===== config.mk =====
export PLATFORM = sky130hd
export DESIGN_NAME = tw_rom_seq_ctrl
export DESIGN_NICKNAME = d
export VERILOG_FILES = /design/src/rtl/tw_ctrl_pkg.sv /design/src/rtl/tw_load_serializer.sv /design/src/rtl/tw_rom_seq_ctrl.sv
export SDC_FILE = /design/constraint.sdc
export NUM_CORES = 1
export LEC_CHECK = 0
export BUFFER_PORTS_ARGS = -buffer_cell sky130_fd_sc_hd__buf_2
export CORE_MARGIN = 2
export CORE_UTILIZATION = 35
export CTS_BUF_LIST = sky130_fd_sc_hd__clkbuf_8
export DETAILED_ROUTE_END_ITERATION = 7
export GPL_TIMING_DRIVEN = 0
export PLACE_DENSITY = 0.53
export SYNTH_ARGS = -nofsm -noshare
export SYNTH_HDL_FRONTEND = slang
export SYNTH_SLANG_ARGS = --single-unit
export TNS_END_PERCENT = 100

===== constraint.sdc =====
create_clock -name CLK -period 6.8 [get_ports CLK]
set_input_delay 1.7 -clock CLK [delete_from_list [all_inputs] [get_ports CLK]]
set_output_delay 1.7 -clock CLK [all_outputs]
set_load 0.01 [all_outputs]

===== src/rtl/tw_ctrl_pkg.sv =====
// Shared types and ROM-facing codes for the twiddle-ROM sequencing controller.
package tw_ctrl_pkg;

   typedef enum logic [2:0] {
      IDLE,
      LOAD_HI,
      LOAD_LO,
      RUN,
      DONE
   } ctrl_state_e;

   localparam logic [3:0] ST_CODE_IDLE  = 4'd0;
   localparam logic [3:0] ST_CODE_LOAD  = 4'd2;
   localparam logic [3:0] ST_CODE_STAGE = 4'd4;
   localparam logic [3:0] ST_CODE_FINAL = 4'd6;

   localparam logic [1:0] ROM7_NONE  = 2'd0;
   localparam logic [1:0] ROM7_UPPER = 2'd1;
   localparam logic [1:0] ROM7_LOWER = 2'd2;

   localparam logic [2:0] STAGE_IDLE = 3'd7;

endpackage


===== src/rtl/tw_load_serializer.sv =====
// Four-slot twiddle buffer: captures load words, then replays upper halves
// followed by lower halves in slot order.
module tw_load_serializer
   import tw_ctrl_pkg::*;
#(
   parameter int P_WIDTH = 128
) (
   input  logic                 CLK,
   input  logic                 rst,
   input  logic                 wr_en,
   input  logic [P_WIDTH-1:0]   wr_data,
   input  logic                 rd_hi,
   input  logic                 rd_lo,
   output logic [1:0]           wr_idx,
   output logic                 wr_last,
   output logic                 rd_last,
   output logic [1:0]           rom7_w,
   output logic [P_WIDTH/2-1:0] half_out
);

   localparam int HW = P_WIDTH / 2;

   logic [P_WIDTH-1:0] slot [4];
   logic [1:0]         rd_idx;

   always_ff @(posedge CLK) begin
      if (rst) begin
         wr_idx <= '0;
         rd_idx <= '0;
      end else begin
         if (wr_en) wr_idx <= wr_idx + 2'd1;
         // one index walks both halves; it wraps to 0 between LOAD_HI and LOAD_LO
         if (rd_hi || rd_lo) rd_idx <= rd_idx + 2'd1;
      end
   end

   always_ff @(posedge CLK) begin
      if (wr_en) slot[wr_idx] <= wr_data;
   end

   assign wr_last = wr_en && (wr_idx == 2'd3);
   assign rd_last = (rd_idx == 2'd3);

   always_comb begin
      rom7_w   = ROM7_NONE;
      half_out = '0;
      if (rd_hi) begin
         rom7_w   = ROM7_UPPER;
         half_out = slot[rd_idx][P_WIDTH-1:HW];
      end else if (rd_lo) begin
         rom7_w   = ROM7_LOWER;
         half_out = slot[rd_idx][HW-1:0];
      end
   end

endmodule


===== src/rtl/tw_rom_seq_ctrl.sv =====
// Twiddle-ROM sequencer: loads ROM7 via half-word writes, then steps NTT stages.
// Define TW_CTRL_STALL_EN to let 'hold' stall the RUN phase.
module tw_rom_seq_ctrl
   import tw_ctrl_pkg::*;
#(
   parameter int STAGE_NUM = 3,
   parameter int STAGE_LEN = 1024,
   parameter int P_WIDTH   = 128
) (
   input  logic                 CLK,
   input  logic                 rst,
   input  logic                 start,
   input  logic                 hold,
   input  logic                 load_valid,
   input  logic [P_WIDTH-1:0]   load_data,
   output logic                 load_ready,
   output logic [2:0]           stage_counter,
   output logic                 CEN,
   output logic [3:0]           state,
   output logic [1:0]           ROM7_w,
   output logic [P_WIDTH/2-1:0] horizontal_data_out,
   output logic                 busy,
   output logic                 done
);

   localparam int             CW       = $clog2(STAGE_LEN);
   localparam logic [CW-1:0]  CNT_LAST = CW'(STAGE_LEN - 1);
   localparam logic [2:0]     STG_LAST = 3'(STAGE_NUM - 1);

   ctrl_state_e   cur_st, nxt_st;
   logic [CW-1:0] cyc_cnt;
   logic [2:0]    stg_cnt;
   logic [1:0]    wr_idx;
   logic          wr_last, rd_last;
   logic          run_go, load_hs, held, stage_end;

`ifdef TW_CTRL_STALL_EN
   assign held = (cur_st == RUN) && hold;
`else
   logic unused_hold;
   assign unused_hold = hold;
   assign held        = 1'b0;
`endif

   assign run_go     = (cur_st == IDLE) && start && (wr_idx == 2'd0);
   assign load_ready = (cur_st == IDLE) && !run_go;
   assign load_hs    = load_valid && load_ready;
   assign stage_end  = (cur_st == RUN) && !held && (cyc_cnt == CNT_LAST);

   tw_load_serializer #(.P_WIDTH(P_WIDTH)) u_ser (
      .CLK      (CLK),
      .rst      (rst),
      .wr_en    (load_hs),
      .wr_data  (load_data),
      .rd_hi    (cur_st == LOAD_HI),
      .rd_lo    (cur_st == LOAD_LO),
      .wr_idx   (wr_idx),
      .wr_last  (wr_last),
      .rd_last  (rd_last),
      .rom7_w   (ROM7_w),
      .half_out (horizontal_data_out)
   );

   always_ff @(posedge CLK) begin
      if (rst) begin
         cur_st  <= IDLE;
         cyc_cnt <= '0;
         stg_cnt <= '0;
      end else begin
         cur_st <= nxt_st;
         if (cur_st == RUN && !held) begin
            if (stage_end) begin
               cyc_cnt <= '0;
               stg_cnt <= (stg_cnt == STG_LAST) ? 3'd0 : stg_cnt + 3'd1;
            end else begin
               cyc_cnt <= cyc_cnt + 1'b1;
            end
         end
      end
   end

   always_comb begin
      nxt_st        = cur_st;
      CEN           = 1'b1;
      stage_counter = STAGE_IDLE;
      state         = ST_CODE_IDLE;
      busy          = 1'b1;
      done          = 1'b0;
      case (cur_st)
         IDLE: begin
            busy = 1'b0;
            if (run_go)       nxt_st = RUN;
            else if (wr_last) nxt_st = LOAD_HI;
         end
         LOAD_HI: begin
            state = ST_CODE_LOAD;
            if (rd_last) nxt_st = LOAD_LO;
         end
         LOAD_LO: begin
            state = ST_CODE_LOAD;
            if (rd_last) nxt_st = IDLE;
         end
         RUN: begin
            state = (stg_cnt == STG_LAST) ? ST_CODE_FINAL : ST_CODE_STAGE;
            if (!held) begin
               CEN           = 1'b0;
               stage_counter = stg_cnt;
               if (stage_end && stg_cnt == STG_LAST) nxt_st = DONE;
            end
         end
         DONE: begin
            done   = 1'b1;
            nxt_st = IDLE;
         end
         default: nxt_st = IDLE;
      endcase
   end

endmodule


**After elaboration in Yosys (flattened, before gate mapping)**

Memory sizes are Yosys's and may differ from the RTL's. A register that Yosys moved wholly into a read port is not among the register bits.
Index checks and enable logic that the tools add are counted.

- Reductions and logical operators: 14
- Equal/unequal tests: 12
- Add/subtract/negate cells: 4
- Multiplexer cells: 22

Operators by type and width:

| operator | number |
|---|---|
| $mux W64 | 2 |
| $mux W3 | 7 |
| $pmux W3 S4 | 1 |
| $add A10 B1 Y10 const B | 1 |
| $eq A10 B10 Y1 const B | 1 |
| $mux W10 | 1 |
| $mux W2 | 5 |
| $eq A3 B2 Y1 const B | 3 |
| $logic_and A1 B1 Y1 | 7 |
| $pmux W3 S2 | 1 |
| $mux W1 | 5 |
| $add A2 B1 Y2 const B | 2 |
| $eq A2 B2 Y1 const B | 2 |
| $ne A2 B2 Y1 const B | 2 |
| $reduce_and A4 Y1 | 1 |
| $add A3 B1 Y3 const B | 1 |
| $eq A3 B1 Y1 const B | 1 |
| $eq A3 B3 Y1 const B | 1 |
| $logic_not A3 Y1 | 1 |
| $ne A3 B2 Y1 const B | 1 |
| $logic_not A2 Y1 | 1 |
| $ne A2 B1 Y1 const B | 1 |
| $reduce_and A2 Y1 | 1 |
| $reduce_or A2 Y1 | 1 |
| 2 further kinds | 2 |

- Memory bits (writable): 512
- Word-level logic and storage cells: 58
- Memories kept: 1
- Output and inout bits: 77
- Register bits: 20
- Bits of input ports: 133

Memories:

| name | depth | bits a word | rd ports | clocked after memory_dff | wr ports | line | text |
|---|---|---|---|---|---|---|---|
| u_ser.slot | 4 | 128 | 1 | 1 | 1 | tw_load_serializer.sv:23 | `logic [P_WIDTH-1:0] slot [4];` |

**Depth between registers and ports, before layout**

Gate-level depths: netlist of run 1.

- Depth after elaboration: 10
- Depth in mapped cells: 7
- Mapped depth without buffers: 5

**Hierarchy**

From an unflattened synthesis of run 1, not the netlist that was laid out.

- Cell total of the unflattened synthesis: 1,094
- Area total of the unflattened synthesis: 20,991.4 µm²

By module, submodules not included:

| module | instances | cells an instance | seq. area each (µm²) | area an instance (µm²) |
|---|---|---|---|---|
| tw_load_serializer | 1 | 985 | 15,494.9 | 20,114.3 |
| tw_rom_seq_ctrl | 1 | 109 | 320.3 | 877.1 |

**Worst setup path before layout of run 1**

Ideal clock, no wire load.

- Path kind: in2reg
- Start: in load_valid
- End: mem u_ser.slot[1][0], enable pin
- Data required time: 6,298 ps
- Arrival: 5,038 ps
- Stages on the path: 3
- Path buffers: 0
- Setup slack: 1,260 ps
- Setup time: 502 ps
- Cell sequence: inv_1 a211oi_4 and2_1

- Longest elaborated chain between the ends: 3

Ends and longest elaborated chain:

| what | line | text |
|---|---|---|
| start: declaration | tw_rom_seq_ctrl.sv:14 | `input logic load_valid,` |
| $logic_and A1 B1 Y1 | tw_rom_seq_ctrl.sv:47 | `assign load_hs = load_valid && load_ready;` |
| $mux W1 | tw_load_serializer.sv:38 | `if (wr_en) slot[wr_idx] <= wr_data;` |
| $mux W1 (implied by the code) | tw_load_serializer.sv:38 |  |
| end: declaration | tw_load_serializer.sv:23 |  |

Every way passes these cells.

==> qor.yml, run 1 <==
setup_path:
  crit_path_end_kind: "primary output"
  critPathTopFamily: "buffers and inverters"
  crit_top_cell: "buf_2"
  worstPathCellList: "buf_2 > buf_1 > mux4_2 > a22o_1 > buf_2"
  crit_fanout: 10
  worst-path-buf-inv: 3
  max_stage_delay_ns: 0.63
  timing.rr.start: "u_ser.wr_idx[0]"
  worstPathArrival_ns: 2.81
  slowest_stage: "buf_1"
  path_class: "reg -> out"
  start_kind: "flip-flop"
  worstPathRequired_ns: 5.10
clock_tree:
  postCtsSetupBuffers: 0
  cts_resized: 0
  clock_sinks: 534
  clk_pin_slew_ns: 0.06
  ctsHoldBuffers: 0
  cts_max_level: 3
  cts_made_buffers: 91
  cts_tree: "done"
  clkLatencyLatePin_ns: 0.69
  cts_root_buf: "clkbuf_8"
  clock_path_buffers: 3
placed_design:
  place_congestion: 0.702
  post-place-cells: 1864
  dp_hpwl_um: 27400
  port_buffers: 206
yosys:
  ys_seq_area_frac: 0.782
  synth_warnings: 0
  avgSynthCellArea_um2: 22.9
  netlist_area_um2: 20200
  synthCells: 882
  ys_types: 41
  ys_seq_elements: 534
power_and_ir_drop:
  peakVddDrop_mv: 0.176
  leakage_uw: 0.00813
  p_per_area_nw_per_um2: 346
  p_total_uw: 8350
cells_and_area:
  layout_common_cells: "edfxtp_1, buf_2, mux4_2"
  fill_cells: 5039
  final_nets: 1331
  mostFrequentLayoutCell: "edfxtp_1"
  drive_gt1_frac: 0.389
  layout.cells.non_filler: 2033
  syn_to_final_growth_pct: 19.4
timing:
  post-route-period-util: 0.663
  grt_setup_unrepaired: "no"
  fmax_mhz: 222
  whs_ns: 0.492
  fin_setup_tns_ns: 0
  period_needed_ns: 4.51
  setup_violations: 0
  max-slew-margin-rel: 0.414
  drv_slew: 0
  hold_viol_final: 0
  fin_worst_skew_ns: 0.0421
  worstMarginPinSlew_ns: 0.880
global_route:
  grt_max_degree: 52
  grt_pass1_vias: 10798
  track_usage: 0.151
  overflow: 0
  grt_pass1_wl_um: 67000
  grt_antenna_before_repair: 10
route:
  dr.pass1.iters: 4
  dr.first_iter.drc_count: 542
  routedWlPerCell_um: 22.0
  drc: 0
  drtAntennaViolNets: 0
  routed_wl_um: 44800
  vias: 9905
  viasPerCell: 4.87
run:
  cap_violations: 0
hold_path:
  min_from: "cyc_cnt[9]"
  hp-class: "reg -> reg"
die:
  fp.coreArea_um2: 57400
  die-height_um: 244
  die_w_um: 244
  start_util: 0.352
  ios: 210
  die_area_um2: 59700
  rows: 88
run_status:
  status: "finished, final reports clean"
sequential cells by signal (all words and copies together) (netlist names), named ones only:
register and cells:
cur_st 3, cyc_cnt 10, stg_cnt 3, u_ser.rd_idx 2, u_ser.slot 512, u_ser.wr_idx 2
per-stage QoR:
stage	utilization	cell area, um^2	worst slack, ns
floorplan	-	20200	1.26
global placement	0.387	22200	-1.77
detailed placement	0.392	22500	2.91
CTS	0.420	24100	2.13
global route	0.421	24100	2.09
finish	0.421	24100	2.29
Yosys cell counts:
| master | number | area share |
|---|---|---|
| a211oi_4 | 1 | 0.00099 |
| a21oi_1 | 8 | 0.0020 |
| a22o_1 | 64 | 0.028 |
| a22oi_1 | 1 | 0.00037 |
| a31oi_1 | 1 | 0.00031 |
| and2_1 | 6 | 0.0019 |
| and3_1 | 2 | 0.00062 |
| and4_1 | 2 | 0.00087 |
| and4_4 | 1 | 0.00056 |
| buf_1 | 13 | 0.0024 |
| buf_2 | 12 | 0.0030 |
| buf_4 | 12 | 0.0045 |
| buf_6 | 2 | 0.0011 |
| clkbuf_1 | 13 | 0.0024 |
| conb_1 | 1 | 0.00019 |
| dfxtp_1 | 22 | 0.022 |
| edfxtp_1 | 512 | 0.76 |
| ha_1 | 6 | 0.0037 |
| inv_1 | 3 | 0.00056 |
| inv_2 | 1 | 0.00019 |
| mux2_2 | 1 | 0.00056 |
| mux2i_1 | 3 | 0.0015 |
| mux4_2 | 128 | 0.14 |
| nand2_1 | 9 | 0.0017 |
| nand2b_1 | 4 | 0.0012 |
| nand3_1 | 4 | 0.00099 |
| nand3b_1 | 2 | 0.00074 |
| nand3b_4 | 1 | 0.00099 |
| nand4_1 | 3 | 0.00093 |
| nand4_2 | 1 | 0.00062 |
| nor2_1 | 14 | 0.0026 |
| nor2b_1 | 2 | 0.00062 |
| nor3_1 | 5 | 0.0012 |
| nor3b_1 | 1 | 0.00037 |
| nor4_1 | 2 | 0.00062 |
| o21ai_0 | 4 | 0.00099 |
| o31ai_1 | 2 | 0.00074 |
| or3_1 | 3 | 0.00093 |
| or3_4 | 1 | 0.00056 |
| xnor2_1 | 3 | 0.0013 |
| xor2_1 | 6 | 0.0026 |
layer usage:
metal / wire length [um] / vias to the layer above / share of wire / global-route usage
li1: - / 4404 / - / -
met1: 19200 / 5162 / 0.43 / 0.191
met2: 22000 / 256 / 0.49 / 0.250
met3: 2620 / 71 / 0.058 / 0.0437
met4: 818 / 12 / 0.018 / 0.0518
met5: 76 / - / 0.0017 / 0
area by class of cell:
cell class / count / area (um^2) / area share
inverters: 4 / 15.0 / 0.000622
well taps: 765 / 957 / 0.0397
repair buffers: 216 / 1280 / 0.0529
diodes: 4 / 10.0 / 0.000415
flip-flops and latches: 534 / 15800 / 0.655
clock inverters: 72 / 377 / 0.0156
plain buffers: 52 / 270 / 0.0112
multi-input cells: 293 / 4130 / 0.171
clock buffers: 93 / 1280 / 0.0530
where the power goes:
part           total [uW]  leakage [uW]  switching [uW]  internal, uW
registers            3810       0.00481            33.9          3780
clock network        2620      0.000976            1270          1350
logic                1910       0.00234             992           921
cell families after synthesis:
group	count (synthesis)	synth area share
flip-flops	534	0.782
multiplexers	132	0.145
AO/OA/AOI/OAI	81	0.0331
AND/OR/NAND/NOR	63	0.0180
buffers and inverters	56	0.0141
XOR/XNOR	9	0.00390
adder cells (fa/ha/maj)	6	0.00371
other	1	0.000185
path summary, 6_finish.rpt:
path,endpoint,cells after the start,slack (ns)
setup / recovery,horizontal_data_out[59],5,2.29
hold / removal,cyc_cnt[9],2,0.49
setup reg to reg,u_ser.slot[0][98],5,4.05
hold reg to reg,cyc_cnt[9],2,0.49
tightest hold or removal path: cells and delay by family (launching register included):
kind | cells | cell delay [ns]
flip-flops | 1 | 0.32
AO/OA/AOI/OAI | 2 | 0.13
No activity file was read; power rests on OpenSTA's default activity.
==> run 2, diff against run 1 <==
- PLACE_DENSITY: 0.53 -> 0.55
- clock period: 6.8 -> 3.7 ns (I/O delays scaled with it)
==> run 2 against run 1 <==
Critical path depth unchanged. Clock power is 89% higher. Count of clock-buffer cells in the layout is the same. Combinational power increased by 85%. Sequential share of layout area down 0.098 points. Worst hold slack lost 0.015 ns. Power increased by 85%. Via count rose by 0.62%. Register-to-register slack got worse by 2.9 ns. Cell area rose by 0.15%. Die area did not move.
==> qor.yml, run 2 (synthesis gave the netlist of run 1 again) <==
cells_and_area:
  fin_util: 0.421  # +0.000633
  largest_reg_flops: 512  # unchanged
  drive_gt1_frac: 0.405  # +0.0160
  final_nets: 1329  # -0.15%
  final-seq-area_um2: 15800  # unchanged
  top_register: "u_ser.slot"
  mostFrequentLayoutCell: "edfxtp_1"
  layout_common_cells: "edfxtp_1, buf_2, mux4_2"
  syn_to_final_growth_pct: 19.5
  finalInstanceArea_um2: 24200  # +0.15%
  multi_input_area_um2: 4130  # unchanged
  largestRegisters: "u_ser.slot (512), cyc_cnt (10)"
  fill_cells: 5114  # +1.5%
clock_tree:
  cts_root_buf: "clkbuf_8"
  clkLatencyLatePin_ns: 0.67  # -0.02 ns
  clock_path_buffers: 3  # unchanged
  postCtsSetupBuffers: 0  # unchanged
  cts_made_buffers: 91  # unchanged
  clk_pin_slew_ns: 0.06  # about the same
  clock_sinks: 534  # unchanged
  cts_max_level: 3  # unchanged
  cts_tree: "done"
power_and_ir_drop:
  p_clk_frac: 0.319  # +0.005
  power.internal_uw: 11300  # +86%
  comb_power_share: 0.228  # about the same
  seqPwrFrac: 0.453  # -0.003
  p_total_uw: 15500  # +85%
  leakage_uw: 0.00822  # +1.0%
  p_per_area_nw_per_um2: 640  # +85%
  power.switching_uw: 4210  # +83%
  swShare: 0.272  # -0.00315
  peakVddDrop_mv: 0.372  # +110%
setup_path:
  slowest_stage: "mux4_2"
  reg2regPathDepth: 5  # unchanged
  cp.depth: 5  # unchanged
  max_stage_delay_ns: 0.57  # -0.06 ns
  path_class: "reg -> out"
  rrSetupSlack_ns: 1.11  # -2.94 ns
  crit_top_cell: "buf_2"
  worst-path-buf-inv: 3  # unchanged
  crit_path_end_kind: "primary output"
  start_kind: "flip-flop"
  worstPathRequired_ns: 2.77  # -2.33 ns
  crit_fanout: 10  # unchanged
  worstPathArrival_ns: 2.58  # -0.23 ns
  critPathTopFamily: "buffers and inverters"
  worstPathCellList: "buf_4 > buf_2 > mux4_2 > a22o_1 > buf_2"
timing:
  fin_worst_skew_ns: 0.0190  # -0.0232 ns
  drv_slew: 0  # unchanged
  period_needed_ns: 3.51
  hold_viol_final: 0  # unchanged
  worstMarginPinSlew_ns: 0.762  # -0.117 ns
  finalWorstSetupSlack_ns: 0.194  # -2.10 ns
  max-slew-margin-rel: 0.492  # +0.0781
  fin_setup_tns_ns: 0  # unchanged
  fmax_mhz: 285
  setup_violations: 0  # unchanged
  post-route-period-util: 0.948
placed_design:
  place_area_um2: 22400  # -0.11%
  port_buffers: 206  # unchanged
  dp_hpwl_um: 27200  # -0.64%
  dp_slack_ns: 0.564  # -2.35 ns
  place_congestion: 0.718  # +2.2%
route:
  viasPerCell: 4.91  # +0.76%
  routed_wl_um: 44600  # -0.39%
  dr.first_iter.drc_count: 456  # -16%
  dr.pass1.iters: 5  # +1
  drtAntennaViolNets: 0  # unchanged
  vias: 9966  # +0.62%
  routedWlPerCell_um: 22.0  # -0.24%
  drc: 0  # unchanged
global_route:
  grt_pass1_vias: 10939  # +1.3%
  grt_max_degree: 54  # +3.8%
  overflow: 0  # unchanged
  grt_pass1_wl_um: 67200  # +0.28%
  track_usage: 0.152  # +0.000430
  grt_antenna_before_repair: 9  # -1
hold_path:
  hp-class: "in -> reg"
  hold_depth: 1  # -1
die:
  die-height_um: 244  # unchanged
  ios: 210  # unchanged
  rows: 88  # unchanged
  start_util: 0.352  # unchanged
  fp.coreArea_um2: 57400  # unchanged
  die_area_um2: 59700  # unchanged
  die_w_um: 244  # unchanged
run_status:
  status: "finished, final reports clean"
run:
  cap_violations: 0  # unchanged
-- run 2: cell type report --
| type | instances | share of cell area |
|---|---|---|
| plain buffers | 52 | 0.0125 |
| flip-flops and latches | 534 | 0.654 |
| diodes | 4 | 0.000414 |
| clock buffers | 93 | 0.0530 |
| clock inverters | 71 | 0.0168 |
| multi-input cells | 293 | 0.171 |
| well taps | 765 | 0.0396 |
| repair buffers | 214 | 0.0518 |
| inverters | 4 | 0.000621 |
-- run 2: final timing paths --
| path | from | to |
|---|---|---|
| worst max-delay path | flip-flop | horizontal_data_out[9] |
| worst min-delay path | load_data[74] | u_ser.slot[3][74] |
| worst max register to register | u_ser.wr_idx[0] | u_ser.slot[2][44] |
| worst min register to register | cyc_cnt[9] | cyc_cnt[9] |
-- run 2: metrics by stage --
| stage | hold WS [ns] | std cells |
|---|---|---|
| global route | 0.415 | 2028 |
| global placement | 0.490 | 1854 |
| finish | 0.477 | 2030 |
| CTS | 0.387 | 2026 |
| floorplan | 0.454 | 883 |
| detailed placement | 0.479 | 1862 |
-- run 2: power groups by stage --
stage          logic, uW  clock network, uW  registers (uW)
6_report            3530               4940            7000
3_5_place_dp        3620                  0            7130
3_3_place_gp        3570                  0            7150
2_1_floorplan       2420                  0            7120
5_1_grt             3820               5390            7020
4_1_cts             3640               5110            7000
-- run 2: repair_timing --
action,4_1_cts,5_1_grt
endpoints found under the setup margin,64,0
resized for setup,24,0
hold buffers,0,0
-- run 2: layer usage --
layer / track usage / routed length [um] / vias to the layer above / share of wire
met5: 0 / 55 / - / 0.0012
met4: 0.0556 / 1090 / 10 / 0.024
met3: 0.0402 / 2410 / 94 / 0.054
met2: 0.250 / 22000 / 256 / 0.49
met1: 0.193 / 19100 / 5196 / 0.43
li1: - / - / 4410 / -
